--- src/rtl/apb_reg_pkg.sv ---
// Shared types and limits for the APB register bank.
// Limits bound the wait counter width and register count.
package apb_reg_pkg;

   typedef enum logic [1:0] {
      ST_IDLE   = 2'd0,
      ST_ACCESS = 2'd1,
      ST_DONE   = 2'd2
   } state_t;

   localparam int MAX_WAIT_CYCLES = 15;
   localparam int MAX_NUM_REGS    = 64;
   localparam int CNT_W = $clog2(MAX_WAIT_CYCLES + 1);

   function automatic int idx_w(input int n);
      return (n > 1) ? $clog2(n) : 1;
   endfunction

endpackage

--- src/rtl/apb_reg_bank_if.sv ---
// APB completer-side bus bundle for apb_reg_bank.
// pstrb exists only when APB_REG_BANK_PSTRB_EN is defined.
interface apb_reg_bank_if #(
   parameter int ADDR_W = 32,
   parameter int DATA_W = 32
);
   logic              psel;
   logic              penable;
   logic              pwrite;
   logic [ADDR_W-1:0] paddr;
   logic [DATA_W-1:0] pwdata;
`ifdef APB_REG_BANK_PSTRB_EN
   logic [DATA_W/8-1:0] pstrb;
`endif
   logic [DATA_W-1:0] prdata;
   logic              pready;
   logic              pslverr;

`ifdef APB_REG_BANK_PSTRB_EN
   modport master (
      output psel, penable, pwrite, paddr, pwdata, pstrb,
      input  prdata, pready, pslverr
   );
   modport slave (
      input  psel, penable, pwrite, paddr, pwdata, pstrb,
      output prdata, pready, pslverr
   );
`else
   modport master (
      output psel, penable, pwrite, paddr, pwdata,
      input  prdata, pready, pslverr
   );
   modport slave (
      input  psel, penable, pwrite, paddr, pwdata,
      output prdata, pready, pslverr
   );
`endif
endinterface

--- src/rtl/apb_reg_decode.sv ---
// Byte address to register index, flagging misaligned
// and out-of-window addresses.
module apb_reg_decode
   import apb_reg_pkg::*;
#(
   parameter int                ADDR_W    = 32,
   parameter int                DATA_W    = 32,
   parameter int                NUM_REGS  = 8,
   parameter logic [ADDR_W-1:0] BASE_ADDR = '0,
   parameter int                IDX_W     = idx_w(NUM_REGS)
) (
   input  logic [ADDR_W-1:0] addr,
   output logic [IDX_W-1:0]  idx,
   output logic              err
);

   localparam int BYTES = DATA_W / 8;
   localparam longint SPAN = longint'(NUM_REGS) * BYTES;

   logic [63:0] off;

   always_comb begin
      off = 64'(addr - BASE_ADDR);
      idx = IDX_W'(off / 64'(BYTES));
      err = (addr < BASE_ADDR)
         || (off % 64'(BYTES) != 64'd0)
         || (off >= 64'(SPAN));
   end

endmodule

--- src/rtl/apb_reg_bank.sv ---
// APB register bank with configurable wait states.
// Define APB_REG_BANK_PSTRB_EN for byte-strobed writes.
module apb_reg_bank
   import apb_reg_pkg::*;
#(
   parameter int                DATA_W      = 32,
   parameter int                ADDR_W      = 32,
   parameter int                NUM_REGS    = 8,
   parameter logic [ADDR_W-1:0] BASE_ADDR   = '0,
   parameter int                WAIT_CYCLES = 0,
   parameter logic [DATA_W-1:0] RESET_VAL   = '0
) (
   input  logic                       pclk,
   input  logic                       presetn,
   apb_reg_bank_if.slave              bus,
   output logic [NUM_REGS*DATA_W-1:0] reg_q
);

   localparam int BYTES = DATA_W / 8;
   localparam int IDX_W = idx_w(NUM_REGS);

   state_t            state_q, state_d;
   logic [CNT_W-1:0]  cnt_q, cnt_d;
   logic [ADDR_W-1:0] addr_q;
   logic              wr_q;
   logic [DATA_W-1:0] wdata_q;
`ifdef APB_REG_BANK_PSTRB_EN
   logic [BYTES-1:0]  strb_q;
`endif
   logic [IDX_W-1:0]  idx;
   logic              dec_err;
   logic              err;
   logic              capture;
   logic              do_wr;
   logic [DATA_W-1:0] wmask;
   logic [DATA_W-1:0] regs [NUM_REGS];

   apb_reg_decode #(
      .ADDR_W    (ADDR_W),
      .DATA_W    (DATA_W),
      .NUM_REGS  (NUM_REGS),
      .BASE_ADDR (BASE_ADDR),
      .IDX_W     (IDX_W)
   ) u_decode (
      .addr (addr_q),
      .idx  (idx),
      .err  (dec_err)
   );

   // DONE accepts a new setup exactly like IDLE
   always_comb begin
      state_d    = state_q;
      cnt_d      = cnt_q;
      capture    = 1'b0;
      bus.pready = 1'b0;
      unique case (state_q)
         ST_IDLE, ST_DONE: begin
            state_d = ST_IDLE;
            if (bus.psel && !bus.penable) begin
               capture = 1'b1;
               cnt_d   = CNT_W'(WAIT_CYCLES);
               state_d = ST_ACCESS;
            end
         end
         ST_ACCESS: begin
            if (!bus.psel) begin
               state_d = ST_IDLE;
            end else if (cnt_q != '0) begin
               cnt_d = cnt_q - CNT_W'(1);
            end else if (bus.penable) begin
               bus.pready = 1'b1;
               state_d    = ST_DONE;
            end
         end
         default: state_d = ST_IDLE;
      endcase
   end

   always_ff @(posedge pclk) begin
      if (!presetn) begin
         state_q <= ST_IDLE;
         cnt_q   <= '0;
      end else begin
         state_q <= state_d;
         cnt_q   <= cnt_d;
      end
   end

   always_ff @(posedge pclk) begin
      if (capture) begin
         addr_q  <= bus.paddr;
         wr_q    <= bus.pwrite;
         wdata_q <= bus.pwdata;
`ifdef APB_REG_BANK_PSTRB_EN
         strb_q  <= bus.pstrb;
`endif
      end
   end

`ifdef APB_REG_BANK_PSTRB_EN
   assign err = dec_err || (!wr_q && strb_q != '0);

   always_comb begin
      wmask = '0;
      for (int b = 0; b < BYTES; b++)
         wmask[b*8 +: 8] = {8{strb_q[b]}};
   end
`else
   assign err   = dec_err;
   assign wmask = '1;
`endif

   assign do_wr       = bus.pready && wr_q && !err;
   assign bus.pslverr = bus.pready && err;
   assign bus.prdata  = (bus.pready && !wr_q && !err)
                      ? regs[idx] : '0;

   for (genvar g = 0; g < NUM_REGS; g++) begin : g_reg
      logic [DATA_W-1:0] q;

      always_ff @(posedge pclk) begin
         if (!presetn)
            q <= RESET_VAL;
         else if (do_wr && idx == IDX_W'(g))
            q <= (q & ~wmask) | (wdata_q & wmask);
      end

      assign regs[g] = q;
      assign reg_q[g*DATA_W +: DATA_W] = q;
   end

endmodule

--- src/flat_wrapper.sv ---
// flat-port wrapper written by rule: the top's interface ports become plain ports
module apb_reg_bank_flat import apb_reg_pkg::*;
#(
   parameter int                DATA_W      = 32,
   parameter int                ADDR_W      = 32,
   parameter int                NUM_REGS    = 8,
   parameter logic [ADDR_W-1:0] BASE_ADDR   = '0,
   parameter int                WAIT_CYCLES = 0,
   parameter logic [DATA_W-1:0] RESET_VAL   = '0
)
  (pclk, presetn, reg_q, bus_psel, bus_penable, bus_pwrite, bus_paddr, bus_pwdata, bus_prdata, bus_pready, bus_pslverr);
  apb_reg_bank_if #(.ADDR_W(ADDR_W), .DATA_W(DATA_W)) bus_i ();
  input  logic pclk;
  input  logic presetn;
  output logic [NUM_REGS*DATA_W-1:0] reg_q;
  input wire logic [$bits(bus_i.psel)-1:0] bus_psel;
  input wire logic [$bits(bus_i.penable)-1:0] bus_penable;
  input wire logic [$bits(bus_i.pwrite)-1:0] bus_pwrite;
  input wire logic [$bits(bus_i.paddr)-1:0] bus_paddr;
  input wire logic [$bits(bus_i.pwdata)-1:0] bus_pwdata;
  output wire logic [$bits(bus_i.prdata)-1:0] bus_prdata;
  output wire logic [$bits(bus_i.pready)-1:0] bus_pready;
  output wire logic [$bits(bus_i.pslverr)-1:0] bus_pslverr;
  assign bus_i.psel = bus_psel;
  assign bus_i.penable = bus_penable;
  assign bus_i.pwrite = bus_pwrite;
  assign bus_i.paddr = bus_paddr;
  assign bus_i.pwdata = bus_pwdata;
  assign bus_prdata = bus_i.prdata;
  assign bus_pready = bus_i.pready;
  assign bus_pslverr = bus_i.pslverr;
  apb_reg_bank #(.DATA_W(DATA_W), .ADDR_W(ADDR_W), .NUM_REGS(NUM_REGS), .BASE_ADDR(BASE_ADDR), .WAIT_CYCLES(WAIT_CYCLES), .RESET_VAL(RESET_VAL)) u_core (.pclk(pclk), .presetn(presetn), .bus(bus_i), .reg_q(reg_q));
endmodule
--- config.mk ---
export PLATFORM = sky130hd
export DESIGN_NAME = apb_reg_bank_flat
export DESIGN_NICKNAME = d
export VERILOG_FILES = /design/src/rtl/apb_reg_pkg.sv /design/src/rtl/apb_reg_bank_if.sv /design/src/rtl/apb_reg_decode.sv /design/src/rtl/apb_reg_bank.sv /design/src/flat_wrapper.sv
export SDC_FILE = /design/constraint.sdc
export NUM_CORES = 1
export LEC_CHECK = 0
export ABC_AREA = 1
export CORE_ASPECT_RATIO = 0.9
export CORE_MARGIN = 3
export CORE_UTILIZATION = 40
export DETAILED_ROUTE_END_ITERATION = 12
export PLACE_DENSITY = 0.65
export RECOVER_POWER = 50
export SYNTH_ARGS = -nofsm -noshare
export SYNTH_HDL_FRONTEND = slang
export SYNTH_HIERARCHICAL = 1
export SYNTH_SLANG_ARGS = --single-unit
--- constraint.sdc ---
create_clock -name pclk -period 3.36 [get_ports pclk]
set_input_delay 0.84 -clock pclk [delete_from_list [all_inputs] [get_ports pclk]]
set_output_delay 0.84 -clock pclk [all_outputs]
set_load 0.01 [all_outputs]
==> impl_metrics.yaml, run 1 <==
cells_and_area:
  area_delta_synth_final_pct: 31.9
  drive_gt1_share_pct: 7.77
  num_antenna_cells: 0
  multi_input_area_um2: 6780
  fin_nets: 2973
  seqCellArea_um2: 7200
  finish.instance_area_um2: 22200
  final_core_util_pct: 54.0
  fill_cells: 3985
power_and_ir_drop:
  p_int_mw: 7.00
  worst_ir_drop_vdd_uv: 289
  power.share.clock_pct: 49.1
  leakage_nw: 10.7
  p_sw_mw: 2.23
  p_per_area_nw_per_um2: 415
  swShare_pct: 24.2
  seqPwrFrac_pct: 44.0
  p_comb_share_pct: 6.8
worst_setup_path:
  critPathKind: "in -> out"
  critPathLaunchType: "input port"
  cp_slowest_cell: "clkdlybuf4s50_1"
  worst_ep_arrival_time_ns: 2.42
  critPathMaxFanout: 2
  slowest_delay_ns: 0.56
  path_buf_inv: 4
  crit_chain: "clkdlybuf4s50_1, nand3_2, nor2_4, inv_2, buf_4, nor2_1, clkdlybuf4s50_1"
  crit_required_ns: 2.52
  endpoint_kind: "output port"
  path_delay_family: "buffers and inverters"
  cp_common_cell: "clkdlybuf4s50_1"
floorplan:
  initial_core_util_pct: 41.0
  die_w_um: 222
  floorplan.die_area_um2: 44700
  io_pins: 359
  row_count: 70
  die_h_um: 201
  fp.coreArea_um2: 41200
clock_tree:
  clock-sinks: 327
  cts_hold_buf: 0
  htree_levels: 2
  cts_buffer_depth: 3
  worstSkewPairLatency_ns: 0.56
  cts_buffers: 40
  clkTransAtPathRegs_ns: 0.06
  cts_tree: "built"
  root_buffer: "clkbuf_16"
drt:
  antenna_left: 0
  post-route-drc-count: 0
  drt-initial-drc-count: 1742
  via_per_inst: 5.04
  wl_met2_mm: 30.6
  highest_layer: "met5"
  wl_met1_mm: 25.8
  drt_wl_total_mm: 65.1
  route.met3.wl_mm: 6.12
  vias: 17500
  dr.pass1.iters: 6
  wl_per_cell_um: 18.7
logic_synthesis:
  synth_warnings: 6
  synth_top_area_share_pct: 31.1
  synth_seq_cells: 327
  syn_nets: 2684
  ys_types: 25
  synth_seq_area_share_pct: 42.7
  synth_top_area_cell: "dfxtp_1"
  syn_area_per_cell_um2: 6.45
  netlist_area_um2: 16900
  syn-instance-count: 2614
  ys_top_cells_by_area: "dfxtp_1, nand2_1, inv_1, edfxtp_1, nand4_1"
sta:
  fin_skew_ns: 0.0126
  finalHoldViolations: 0
  fmax_mhz: 307
  hold_ws_ns: 0.502
  slew_viol_final: 103
  slew_headroom_pct: -57.3
  final.min_clock_period_ns: 3.26
  setup_viol: 0
  finalSetupTns_ns: 0
  fin_crit_sh_pct: 96.9
  worst_pin_slew_ns: 2.36
  setup_ws_ns: 0.104
place:
  place_hpwl_mm: 43.4
  place_area_um2: 21000
  post-place-ws_ns: -0.249
  io_buffers: 358
  gp_congestion: 0.881
grt:
  grt_max_degree: 209
  antenna_found_initial: 1
  grt_pass1_wl_mm: 99.3
  overflow: 0
  grt.total_usage_pct: 28.2
  grt_pass1_vias: 17000
run_status:
  status: "finished, violations left"
  violations: "max-capacitance violations, max-slew violations"
min_path:
  hold_path_class: "reg -> reg"
run:
  cap_viol_max_count: 1
-- what timing repair did --
item / 4_1_cts / 5_1_grt
pin swaps: 1 / 4
gates cloned: 1 / 0
gates resized for setup: 57 / 60
setup endpoints to repair: 32 / 32
buffers inserted: 4 / 1
-- synth_stat cells --
library cell,n
a21oi_1,4
and2_1,1
buf_1,29
buf_2,44
buf_4,17
buf_6,1
clkbuf_1,82
dfxtp_1,262
edfxtp_1,65
ha_1,1
inv_1,545
inv_2,39
nand2_1,765
nand2_2,1
nand3_1,9
nand3_2,6
nand4_1,290
nor2_1,378
nor2_2,2
nor2_4,5
nor3_1,2
o21ai_0,32
o21ai_1,1
o22ai_1,32
or2_2,1
-- final cells by class --
class / instances / area share (%)
inverter: 584 / 9.88
clock buffer: 56 / 5.28
tap: 540 / 3.04
multi-input combinational: 1530 / 30.5
clock inverter: 18 / 0.939
timing repair buffer: 420 / 18.1
sequential: 327 / 32.3
-- worst paths after layout --
check | from | endpoint | slack [ns] | cells past startpoint
worst min-delay path | u_core/cnt_q[0]$_SDFFE_PN0P_ | u_core/cnt_q[0]$_SDFFE_PN0P_ | 0.50 | 2
worst max register to register | u_core/cnt_q[0]$_SDFFE_PN0P_ | u_core/g_reg[5].q[5]$_SDFFE_PN0P_ | 0.52 | 10
worst max-delay path | bus_penable | bus_pslverr | 0.10 | 7
worst min register to register | u_core/cnt_q[0]$_SDFFE_PN0P_ | u_core/cnt_q[0]$_SDFFE_PN0P_ | 0.50 | 2
-- power groups by stage --
| stage | Combinational (mW) | Clock, mW | Sequential, mW |
|---|---|---|---|
| after floorplan | 0.355 | 0 | 4.14 |
| after global placement | 0.625 | 0 | 4.15 |
| after detailed placement | 0.630 | 0 | 4.15 |
| after CTS | 0.633 | 4.61 | 4.06 |
| after global routing | 0.685 | 4.76 | 4.06 |
| final | 0.632 | 4.54 | 4.06 |
-- per-stage QoR --
| step | cells | total power [mW] |
|---|---|---|
| after floorplan | 2614 | 4.50 |
| final | 3475 | 9.23 |
| after CTS | 3475 | 9.30 |
| after detailed placement | 3396 | 4.78 |
| after global routing | 3475 | 9.51 |
| after global placement | 3396 | 4.77 |
-- layer usage --
metal,GRT usage (%),vias to the layer above
li1,-,8520
met5,0,-
met1,35.1,8033
met2,47.2,823
met3,6.27,142
met4,12.0,2
-- cells in the final DEF (no fill, tap or decap), drive strengths merged, types with 4 or more instances in the layout --
cell type | netlist | layout
a21oi | 4 | 4
buf | 91 | 67
bufinv | 0 | 4
clkbuf | 82 | 84
clkdlybuf4s50 | 0 | 55
clkinv | 0 | 7
clkinvlp | 0 | 6
dfxtp | 262 | 262
dlygate4sd3 | 0 | 269
edfxtp | 65 | 65
inv | 584 | 585
nand2 | 766 | 766
nand3 | 15 | 15
nand4 | 290 | 290
nor2 | 385 | 385
o21ai | 33 | 33
o22ai | 32 | 32
-- flip-flops by register name, summed over array words and instances (netlist names) --
name / flops
u_core/g.q: 256
u_core/addr_q: 32
u_core/wdata_q: 32
u_core/cnt_q: 4
u_core/state_q: 2
u_core/wr_q: 1
-- worst register-to-register path, cell delays in order, from the launching register on --
cell	delay, ns
dfxtp_1	0.33
inv_1	0.08
ha_1	0.26
nand3_2	0.13
nor2_4	0.13
buf_4	0.14
buf_12	0.52
buf_4	0.75
nand4_1	0.21
nand2_1	0.10
nor2_1	0.07
-- cell families (layout without fill, tap and decap cells) --
logic type | Yosys count | count (layout) | share of synthesized area, %
and+or+nand+nor | 1460 | 1460 | 37.4
buffers and inverters | 757 | 1078 | 17.6
DFF | 327 | 327 | 42.7
AOI/OAI and AO/OA | 69 | 69 | 2.28
adders and majority gates | 1 | 1 | 0.0742
Power figures use the tool's default switching activity.
==> inputs of run 2 (changes only) <==
--- a/config.mk
+++ b/config.mk
@@ -7,7 +7,7 @@
 export LEC_CHECK = 0
 export ABC_AREA = 1
 export CORE_ASPECT_RATIO = 0.9
-export CORE_MARGIN = 3
+export CORE_MARGIN = 2
 export CORE_UTILIZATION = 40
 export DETAILED_ROUTE_END_ITERATION = 12
 export PLACE_DENSITY = 0.65
==> run 2 against run 1 <==
  * Utilization fell by 0.54 points
  * Maximum frequency fell by 1.8%
  * Critical path type unchanged
  * Clock skew fell by 0.0011 ns
  * Cell count barely moved
  * Worst setup slack got worse by 0.058 ns
  * The run still ends with max-capacitance violations, max-slew violations left
  * Register-to-register slack got worse by 0.04 ns
  * Global-route usage rose by 0.60 points
  * Sequential power barely moved
==> impl_metrics.yaml, run 2 (synthesis results as in run 1) <==
worst_setup_path:
  slowest_delay_ns: 0.49
  path_buf_inv: 5
  worst_ep_arrival_time_ns: 2.47
  critPathKind: "in -> out"
  cp_slowest_cell: "clkdlybuf4s50_1"
  crit_chain: "clkdlybuf4s50_1, nand3_1, nor2_4, inv_2, nor2_4, buf_12, buf_12, nand2_1, nor2_1, dlygate4sd2_1"
  critPathLaunchType: "input port"
  endpoint_kind: "output port"
  path_delay_family: "buffers and inverters"
  critPathMaxFanout: 9
  crit_required_ns: 2.52
floorplan:
  io_pins: 359
  row_count: 71
  die_h_um: 199
  initial_core_util_pct: 40.5
  fp.coreArea_um2: 41700
  die_w_um: 220
  floorplan.die_area_um2: 43800
cells_and_area:
  fin_nets: 2964
  largest_reg_flops: 256
  regMostFlops: "u_core/g.q"
  reg_top3: "u_core/g.q (256), u_core/addr_q (32), u_core/wdata_q (32)"
  area_delta_synth_final_pct: 32.1
  drive_gt1_share_pct: 6.81
  finish.instance_area_um2: 22300
  mostFrequentLayoutCells: "nand2_1, inv_1, nor2_1, nand4_1, dlygate4sd3_1"
  fill_cells: 4010
  final_common_cell: "nand2_1"
power_and_ir_drop:
  p_per_area_nw_per_um2: 403
  worst_ir_drop_vdd_uv: 268
  leakage_nw: 10.7
place:
  place_area_um2: 21000
  gp_congestion: 0.916
  io_buffers: 358
  place_hpwl_mm: 42.5
clock_tree:
  root_buffer: "clkbuf_16"
  htree_levels: 2
  worstSkewPairLatency_ns: 0.54
  cts_hold_buf: 0
  cts_buffer_depth: 3
  clkTransAtPathRegs_ns: 0.06
  cts_tree: "built"
  cts_buffers: 39
  clock-sinks: 327
drt:
  via_per_inst: 5.03
  drt_wl_total_mm: 64.2
  drt-initial-drc-count: 1585
  antenna_left: 0
  post-route-drc-count: 0
  wl_per_cell_um: 18.5
  dr.pass1.iters: 5
  vias: 17500
sta:
  grt_setup_unrepaired: "yes"
  fin_crit_sh_pct: 98.6
  fin_skew_ns: 0.0115
  slew_viol_final: 19
  slew_headroom_pct: -9.37
  final.min_clock_period_ns: 3.31
  fmax_mhz: 302
  finalSetupTns_ns: 0
  setup_viol: 0
  finalHoldViolations: 0
  worst_pin_slew_ns: 1.64
run_status:
  status: "finished, violations left"
  violations: "max-capacitance violations, max-slew violations"
grt:
  grt.total_usage_pct: 28.8
  antenna_found_initial: 3
  grt_pass1_vias: 16400
  overflow: 0
  grt_max_degree: 193
  grt_pass1_wl_mm: 96.1
run:
  cap_viol_max_count: 1
min_path:
  hold_path_class: "reg -> reg"
run 2: cell types whose count changed in the layout (fill, tap and decap cells not counted), sizes merged:
| cell | previous run | this run |
|---|---|---|
| diode | 0 | 2 |
| dlygate4sd2 | 1 | 5 |
| clkbuf | 84 | 71 |
| bufinv | 4 | 2 |
| clkdlybuf4s15 | 0 | 11 |
| inv | 585 | 583 |
| clkinv | 7 | 9 |
| dlygate4sd3 | 269 | 265 |
| clkdlybuf4s50 | 55 | 59 |
| clkinvlp | 6 | 1 |
| buf | 67 | 61 |
run 2: what timing repair did:
| action | in CTS | in global routing |
|---|---|---|
| buffers inserted | 2 | 1 |
| endpoints found under the setup margin | 32 | 32 |
| cloned | 1 | 0 |
| resized for setup | 56 | 41 |
| pin swaps | 1 | 2 |
run 2: worst paths after layout:
| kind | depth (start not counted) | startpoint | slack [ns] | to |
|---|---|---|---|---|
| min reg2reg | 2 | u_core/cnt_q[1]$_SDFFE_PN0P_ | 0.49 | u_core/cnt_q[1]$_SDFFE_PN0P_ |
| min | 2 | u_core/cnt_q[1]$_SDFFE_PN0P_ | 0.49 | u_core/cnt_q[1]$_SDFFE_PN0P_ |
| max | 10 | bus_penable | 0.05 | bus_prdata[27] |
| max reg2reg | 10 | u_core/cnt_q[0]$_SDFFE_PN0P_ | 0.48 | u_core/g_reg[1].q[28]$_SDFFE_PN0P_ |
run 2: routing by layer:
| layer | global-route usage (%) | routed length [um] |
|---|---|---|
| met1 | 35.9 | 25900 |
| met2 | 47.0 | 29200 |
| met3 | 5.64 | 5580 |
| met4 | 15.2 | 3500 |
| met5 | 0 | 12 |
run 2: layout make-up:
| type | instances | area [um^2] | area share [%] |
|---|---|---|---|
| clock buffer | 60 | 1190 | 5.33 |
| multi-input combinational | 1530 | 6790 | 30.4 |
| timing repair buffer | 412 | 4120 | 18.5 |
| sequential | 327 | 7200 | 32.3 |
| tap | 547 | 684 | 3.07 |
| antenna | 2 | 5.00 | 0.0225 |
| clock inverter | 11 | 111 | 0.500 |
| inverter | 584 | 2200 | 9.86 |
run 2: power breakdown:
part | internal, mW | total (mW) | switching, mW
Combinational | 0.189 | 0.630 | 0.441
Clock | 2.59 | 4.29 | 1.70
Sequential | 4.05 | 4.06 | 0.0134
Total | 6.83 | 8.98 | 2.15
run 2: per-stage QoR:
step	util [%]	instances	power (mW)	worst slack (ns)	hold slack, ns
after floorplan	-	2614	4.50	0.662	0.452
after global placement	50.4	3396	4.78	-0.217	0.466
after detailed placement	50.4	3396	4.78	-0.282	0.479
after CTS	53.7	3470	9.06	0.00253	0.486
after global routing	53.5	3473	9.25	-0.0235	0.517
final	53.5	3473	8.98	0.0459	0.488
run 2: worst register-to-register path: cells and delay by family, from the launching register on:
kind | cells | cell delay, ns
AND/OR/NAND/NOR | 5 | 0.59
buffers and inverters | 4 | 1.63
adder cells (fa/ha/maj) | 1 | 0.23
flip-flops | 1 | 0.32
==> variant, RTL diff (config.mk and constraints of run 1) <==
`ADDR_W` is set to 32 in 4 places; all go to 16.
--- a/src/rtl/apb_reg_bank_if.sv
+++ b/src/rtl/apb_reg_bank_if.sv
@@ -1,7 +1,7 @@
 // APB completer-side bus bundle for apb_reg_bank.
 // pstrb exists only when APB_REG_BANK_PSTRB_EN is defined.
 interface apb_reg_bank_if #(
-   parameter int ADDR_W = 32,
+   parameter int ADDR_W = 16,
    parameter int DATA_W = 32
 );
    logic              psel;
--- a/src/rtl/apb_reg_decode.sv
+++ b/src/rtl/apb_reg_decode.sv
@@ -3,7 +3,7 @@
 module apb_reg_decode
    import apb_reg_pkg::*;
 #(
-   parameter int                ADDR_W    = 32,
+   parameter int                ADDR_W    = 16,
    parameter int                DATA_W    = 32,
    parameter int                NUM_REGS  = 8,
    parameter logic [ADDR_W-1:0] BASE_ADDR = '0,
--- a/src/rtl/apb_reg_bank.sv
+++ b/src/rtl/apb_reg_bank.sv
@@ -4,7 +4,7 @@
    import apb_reg_pkg::*;
 #(
    parameter int                DATA_W      = 32,
-   parameter int                ADDR_W      = 32,
+   parameter int                ADDR_W      = 16,
    parameter int                NUM_REGS    = 8,
    parameter logic [ADDR_W-1:0] BASE_ADDR   = '0,
    parameter int                WAIT_CYCLES = 0,
--- a/src/flat_wrapper.sv
+++ b/src/flat_wrapper.sv
@@ -2,7 +2,7 @@
 module apb_reg_bank_flat import apb_reg_pkg::*;
 #(
    parameter int                DATA_W      = 32,
-   parameter int                ADDR_W      = 32,
+   parameter int                ADDR_W      = 16,
    parameter int                NUM_REGS    = 8,
    parameter logic [ADDR_W-1:0] BASE_ADDR   = '0,
    parameter int                WAIT_CYCLES = 0,
Interface: changed (resized bus_paddr); port bits go from 359 to 343. The function was not compared with the original's and may differ.
==> variant against run 1 <==
The flow still finishes with violations (capacitance limit, slew limit); die area is 3.3% lower; highest routed layer unchanged; cell area is 3.9% lower; area after synthesis is 3.4% lower; non-clock buffer count is 8 lower; critical path type is now reg2out; core utilization is 0.45 points lower; fmax is 0.63% higher; wire length is 3.6% lower; total power is 11% lower; worst setup slack better by 0.020 ns; register-to-register slack better by 0.02 ns; sequential cell count is 16 lower.
==> variant: results (changes against run 1) <==
STA
  • Final slew viol count: 76 (was 103)
  • Worst slew margin: -0.183 (was -0.573)
  • Skew final: 0.0170 ns (was 0.0126 ns)
  • Final worst slack: 0.124 ns (was 0.104 ns)

Synthesis
  • Post-synth top cells: nand2_1, inv_1, nor2_1 (unchanged)
  • Post-synth EDFFs: 49 (was 65)
  • Synth top area cells: dfxtp_1, nand2_1, inv_1 (unchanged)
  • Synthesized net count: 2620 (was 2684)
  • Distinct cells, synth: 23 (was 25)

Cells and area
  • Layout cells sized above 1: 0.0610 (was 0.0777)
  • Biggest regs: u_core/g.q x256, u_core/wdata_q x32, u_core/addr_q x16 (was u_core/g.q x256, u_core/addr_q x32, u_core/wdata_q x32)
  • Filler instances: 3932 (was 3985)

Detailed routing
  • Drt first pass iters: 7 (was 6)
  • Iteration-0 DRC Markers: 1518 (was 1742)
  • Drt wl/cell: 18.4 µm (was 18.7 µm)
  • Vias per Instance: 5.04 (about the same)

Global routing
  • GRT Overall Usage: 0.280 (was 0.282)
  • Vias in the first global route: 16000 (was 17000)
  • Initial antenna violation count: 5 (was 1)

Setup path
  • Critical Path Start: u_core/addr_q[2]$_DFFE_PP_ (was bus_penable)
  • Worst path arrival time: 2.40 ns (was 2.42 ns)
  • Reg-to-Reg Start: u_core/cnt_q[3]$_SDFFE_PN0P_ (was u_core/cnt_q[0]$_SDFFE_PN0P_)
  • Critical Path Fanout Max: 18 (was 2)

Worst hold path
  • Hold Startpoint: u_core/cnt_q[1]$_SDFFE_PN0P_ (was u_core/cnt_q[0]$_SDFFE_PN0P_)

Placed design
  • DPL Wire Length: 42100 µm (was 43400 µm)
  • Global placement routability congestion: 0.909 (was 0.881)
  • Placed Area: 20200 µm² (was 21000 µm²)
  • Post-Place Setup Slack: -0.380 ns (was -0.249 ns)
  • IO buf count: 342 (was 358)

Clocking
  • Clk Latency, worst-skew pair: 0.52 ns (was 0.56 ns)

Run
  • Max-Cap Viols: 1 (unchanged)

Pwr
  • Worst VDD drop: 0.000244 V (was 0.000289 V)

Run status
  • Violated checks: capacitance limit, slew limit (unchanged)
  • Status: finished with violations (unchanged)
[variant: metrics by stage]
step | setup TNS [ns] | hold slack, ns | utilization | cells
after detailed placement | -12.59 | 0.478 | 0.506 | 3324
after global routing | 0 | 0.516 | 0.536 | 3401
after global placement | -7.15 | 0.469 | 0.506 | 3324
after CTS | -1.00 | 0.485 | 0.536 | 3399
after floorplan | 0 | 0.451 | - | 2566
final | 0 | 0.487 | 0.536 | 3403
[variant: final timing paths]
| check | to | cells after the start |
|---|---|---|
| max reg2reg | u_core/g_reg[2].q[5]$_SDFFE_PN0P_ | 9 |
| min reg2reg | u_core/cnt_q[1]$_SDFFE_PN0P_ | 2 |
| min | u_core/cnt_q[1]$_SDFFE_PN0P_ | 2 |
| max | bus_prdata[7] | 8 |
[variant: cell type report]
cell class                 count  area share
multi-input combinational   1516       0.314
clock inverter                14     0.00421
inverter                     566      0.0996
timing repair buffer         412       0.189
clock buffer                  50      0.0479
sequential                   311       0.314
antenna                        2    0.000234
tap                          532      0.0311
[variant: report_power, final]
| group | switching [W] | internal [W] |
|---|---|---|
| registers | 0.0000108 | 0.00382 |
| logic | 0.000428 | 0.000186 |
| clock network | 0.00160 | 0.00220 |
[variant: repair_timing]
action / 4_1_cts / 5_1_grt
hold endpoints to repair: 0 / 0
pin swaps: 4 / 6
buffers inserted: 11 / 2
gates resized for setup: 64 / 36
cloned: 0 / 0
setup endpoints to repair: 32 / 18
[variant: worst max-delay path: stages, from the launching register on]
cell           delay, ns
edfxtp_1            0.40
buf_4               0.18
nand2_1             0.12
buf_4               0.28
o21ai_0             0.14
nor2_1              0.25
nor2_1              0.09
nor2_1              0.12
dlygate4sd2_1       0.27
[variant: cells by family (layout without fill, tap and decap cells)]
logic type / count (synthesis) / count (layout) / share of synthesized area
other: 0 / 2 / 0
adders and majority gates: 1 / 1 / 0.000767
and+or+nand+nor: 1446 / 1446 / 0.383
AOI/OAI and AO/OA: 69 / 69 / 0.0236
DFF: 311 / 311 / 0.412
buffers and inverters: 739 / 1042 / 0.181
[variant: layer usage]
metal,GRT usage,vias up,part of all wire
met1,0.351,7869,0.40
met3,0.0526,137,0.084
met2,0.483,775,0.48
met4,0.102,10,0.035
met5,0,-,0.00097
li1,-,8347,-
